[src/rtl/sd_iosync_c.sv]
// sd_iosync_c: transmit-domain half of the srdy/drdy clock-crossing synchronizer.
// Each accepted word is presented on s_data and handed across with a four-phase
// req/ack handshake; s_ack is brought in through a two-flop synchronizer.
// Optional hold buffer: define SD_IOSYNC_C_PREFETCH_EN.
module sd_iosync_c #(
  parameter int unsigned width = 8
) (
  input  logic             clk,
  input  logic             reset,
  input  logic             c_srdy,
  output logic             c_drdy,
  input  logic [width-1:0] c_data,
  output logic             s_req,
  input  logic             s_ack,
  output logic [width-1:0] s_data
);

  typedef enum logic [3:0] {
    IDLE  = 4'b0001,
    SETUP = 4'b0010,
    REQ   = 4'b0100,
    DROP  = 4'b1000
  } state_t;

  state_t             state_q, state_d;
  logic               ack_sync1, ack_sync2;
  logic               s_req_q, s_req_d;
  logic [width-1:0]   s_data_q, s_data_d;
  logic               c_drdy_q, c_drdy_d;
  logic               xfer;

`ifdef SD_IOSYNC_C_PREFETCH_EN
  logic [width-1:0]   hold_q, hold_d;
  logic               hold_valid_q, hold_valid_d;
`endif

  assign xfer   = c_srdy & c_drdy_q;
  assign c_drdy = c_drdy_q;
  assign s_req  = s_req_q;
  assign s_data = s_data_q;

  // Two-flop synchronizer on the far-domain acknowledge.
  always_ff @(posedge clk) begin
    if (reset) begin
      ack_sync1 <= 1'b0;
      ack_sync2 <= 1'b0;
    end else begin
      ack_sync1 <= s_ack;
      ack_sync2 <= ack_sync1;
    end
  end

  // State, request, data and ready registers.
  always_ff @(posedge clk) begin
    if (reset) begin
      state_q  <= IDLE;
      s_req_q  <= 1'b0;
      s_data_q <= '0;
      c_drdy_q <= 1'b1;
    end else begin
      state_q  <= state_d;
      s_req_q  <= s_req_d;
      s_data_q <= s_data_d;
      c_drdy_q <= c_drdy_d;
    end
  end

`ifdef SD_IOSYNC_C_PREFETCH_EN
  // Hold buffer registers.
  always_ff @(posedge clk) begin
    if (reset) begin
      hold_q       <= '0;
      hold_valid_q <= 1'b0;
    end else begin
      hold_q       <= hold_d;
      hold_valid_q <= hold_valid_d;
    end
  end
`endif

  // Next-state, load and ready decode; s_req is high exactly while in REQ.
  always_comb begin
    state_d  = state_q;
    s_data_d = s_data_q;
`ifdef SD_IOSYNC_C_PREFETCH_EN
    hold_d       = hold_q;
    hold_valid_d = hold_valid_q;
    case (state_q)
      IDLE: begin
        if (hold_valid_q) begin
          s_data_d     = hold_q;
          hold_valid_d = 1'b0;
          state_d      = SETUP;
        end else if (xfer) begin
          s_data_d = c_data;
          state_d  = SETUP;
        end
      end
      SETUP: if (!ack_sync2) state_d = REQ;
      REQ:   if (ack_sync2)  state_d = DROP;
      DROP: begin
        if (!ack_sync2) begin
          // Skip the IDLE cycle when a word is already waiting.
          if (hold_valid_q) begin
            s_data_d     = hold_q;
            hold_valid_d = 1'b0;
            state_d      = SETUP;
          end else begin
            state_d = IDLE;
          end
        end
      end
      default: state_d = IDLE;
    endcase
    // Outside IDLE an accepted word parks in the hold buffer (only possible when empty).
    if (xfer && (state_q != IDLE)) begin
      hold_d       = c_data;
      hold_valid_d = 1'b1;
    end
    c_drdy_d = !hold_valid_d;
`else
    case (state_q)
      IDLE: begin
        if (xfer) begin
          s_data_d = c_data;
          state_d  = SETUP;
        end
      end
      SETUP: if (!ack_sync2) state_d = REQ;
      REQ:   if (ack_sync2)  state_d = DROP;
      DROP:  if (!ack_sync2) state_d = IDLE;
      default: state_d = IDLE;
    endcase
    c_drdy_d = (state_d == IDLE);
`endif
    s_req_d = (state_d == REQ);
  end

endmodule

[config.mk]
export PLATFORM = sky130hd
export DESIGN_NAME = sd_iosync_c
export DESIGN_NICKNAME = d
export VERILOG_FILES = /design/src/rtl/sd_iosync_c.sv
export SDC_FILE = /design/constraint.sdc
export NUM_CORES = 1
export LEC_CHECK = 0
export CORE_UTILIZATION = 49
export CTS_BUF_LIST = sky130_fd_sc_hd__clkbuf_4
export DETAILED_ROUTE_END_ITERATION = 10
export MAX_ROUTING_LAYER = met4
export PLACE_DENSITY_LB_ADDON = 0.05
export SYNTH_ARGS = -nofsm -noshare
export SYNTH_HDL_FRONTEND = slang
export SYNTH_SLANG_ARGS = --single-unit
export TNS_END_PERCENT = 100
[constraint.sdc]
create_clock -name clk -period 3.5 [get_ports clk]
set_clock_uncertainty 0.15 [all_clocks]
set_input_delay 0.7 -clock clk [delete_from_list [all_inputs] [get_ports clk]]
set_output_delay 0.7 -clock clk [all_outputs]
set_load 0.01 [all_outputs]
==> metrics.md <==
| Metric | Value |
|---|---|
| Status | `finished, final reports clean` |
| N_diodes | `0` |
| Top_reg_cell synth | `dfxtp_1` |
| Hpwl dp | `982 um` |
| Peak VDD IR | `0.370 mV` |
| Die X-Extent | `38.7 um` |
| Clk slew on worst S/H paths | `0.09 ns` |
| Worst slew margin | `62.0%` |
| PortBufs | `21` |
| Fin crit share | `57.9%` |
| Vias | `588` |
| I/O pins | `22` |
| Initial core utilization | `56.2%` |
| Worst EP required | `2.65 ns` |
| Largest fanout on the critical path | `2` |
| Die area | `1490 um2` |
| Area contributors post-synth | `dfxtp_1 49%, a21oi_1 6.8%, nand3_1 6.1%, o21ai_1 6.1%, nor4b_4 3.6%` |
| Crit path buffers/inverters | `1` |
| Pwr dens | `593 nW/um2` |
| Synth Warn # | `0` |
| Setup crit start kind | `register` |
| Critical-path top delay cell | `clkdlybuf4s50_1` |
| CP delay by family, top | `buffers and inverters` |
| Seq cells post-synth | `16` |
| Pleak | `0.310 nW` |
| Largest net degree at the start of global routing | `15` |
| # hold bufs at CTS | `0` |
| Post-synth top cells | `16 x dfxtp_1, 9 x a21oi_1, 8 x nand3_1, 8 x o21ai_1` |
| Top-count cell post-synth | `dfxtp_1` |
| Post-synth top area share | `48.7%` |
| Clock latency on the worst-skew pair | `0.28 ns` |
| Worst hold-check path type | `register to register` |
| Synthesized instance count | `71` |
| First-pass GRT wire length | `2.30 mm` |
| Hold Vio Cnt, Final | `0` |
| Final setup viols | `0` |
| Core Util, Final | `74.4%` |
| DR iter-0 viols | `16` |
| Worst path cell trace | `clkdlybuf4s50_1` |
| Pre-antenna DRT Iters | `4` |
| Syn Area/Cell | `9.27 um2` |
| Sequential share of the synthesized area | `48.7%` |
| Nets@finish | `102` |
| Share of layout cells above drive strength 1 | `4.49%` |
| CTS Buf Count | `3` |
| Placer Congestion | `0.737` |
| Final TNS setup | `0 ns` |
| CTS Root Cell | `clkbuf_4` |
| Setup Buffers After CTS | `0` |
| Slew Limit Fails | `0` |
| Remaining global-route overflow | `0` |
| Unique masters post-synth | `26` |
| Clock sinks | `16` |
| CORE AREA | `1170 um2` |
| CP Capture Type | `output port` |
| Die Ht | `38.7 um` |
| Per-cell routed wire length | `13.9 um` |
| Ys async rst share | `0%` |
| GR Util All Layers | `23.9%` |
| Syn nets | `83` |
| Post-synth top area cell | `dfxtp_1` |
| Routed Antenna Nets | `0` |
| Row cnt | `12` |
| CTS Buffer Depth | `2` |
| Synthesized cell area | `658 um2` |
| Initial antenna violation count | `0` |
| Final min period | `2.03 ns` |
| RSZ-0062 raised after global routing | `no` |
| Worst slew pin tran | `0.568 ns` |
| Post-cts resize count | `0` |
| Maxcap violations | `0` |
| Area growth from synthesis to layout | `32.3%` |
| Critical path type | `register to output port` |
| DRC | `0` |
| Max Freq | `0.493 GHz` |
| Vias per Instance | `5.71` |
| Htree depth | `1` |
| WL final | `1.43 mm` |
| EDFF count, synth | `0` |
| Reg-to-reg slack, setup | `1.79 ns` |
| Critical path's largest stage delay | `0.54 ns` |
| Vias in the first global route | `503` |
| WP data arrival | `1.18 ns` |
| CTS tree | `built` |
## metal layers
layer	track usage (%)	up-vias	part of all wire (%)
met3	5.20	2	5.2
met5	-	-	0
li1	-	296	-
met1	31.9	268	44
met2	35.8	22	50
met4	7.76	0	1.1
## sequential cells by signal, indices dropped and copies added, names as in the netlist
register / cells
s_req: 1
ack_sync2: 1
s_data: 8
ack_sync1: 1
state_q: 4
c_drdy: 1
## final cells by class
class                   instances  area [um2]
repair buffers                 21         210
multi-input cells              48         297
clock buffers                   3        22.5
fillers                        98         300
clock inverters                 1        3.75
flip-flops and latches         16         320
well taps                      14        17.5
## cell usage in the layout (no fill, tap or decap), drive strengths merged
master	n
a21oi	9
a22oi	1
and2	1
clkbuf	3
clkdlybuf4s50	21
clkinv	1
dfxtp	16
nand2	1
nand2b	1
nand3	8
nor2	3
nor2b	2
nor3	1
nor4	1
nor4b	2
o211ai	2
o21a	1
o21ai	9
o32ai	1
or4	1
or4b	1
xnor2	2
xor2	1
## kinds of logic after synthesis
logic type | share of synthesized area (%)
compound gates | 19.6
simple gates | 21.5
flops | 48.7
buf+inv | 6.27
xor+xnor | 3.99
## power breakdown
part           switching (mW)  leakage [nW]  total, mW  internal (mW)
clock network          0.0549        0.0154     0.0962         0.0413
logic                  0.0892         0.163      0.180         0.0912
registers              0.0289         0.131      0.239          0.211
total                   0.173         0.310      0.516          0.343
## through the flow
stage	power, mW	area [um2]	instances	hold slack [ns]	setup slack (ns)
6_report	0.516	871	103	0.305	1.47
5_1_grt	0.552	871	103	0.330	1.40
4_1_cts	0.518	871	103	0.309	1.47
3_5_place_dp	0.424	845	99	0.296	1.27
3_3_place_gp	0.420	845	99	0.274	1.30
2_1_floorplan	0.356	658	71	0.264	1.97
## path summary, 6_finish.rpt
check	from	to	depth (start not counted)
setup / recovery	s_data[2]	s_data[2]	1
setup reg to reg	state_q[0]	s_data[3]	3
hold / removal	ack_sync1	ack_sync2	1
hold reg to reg	ack_sync1	ack_sync2	1
No activity file was read; power rests on OpenSTA's default activity.
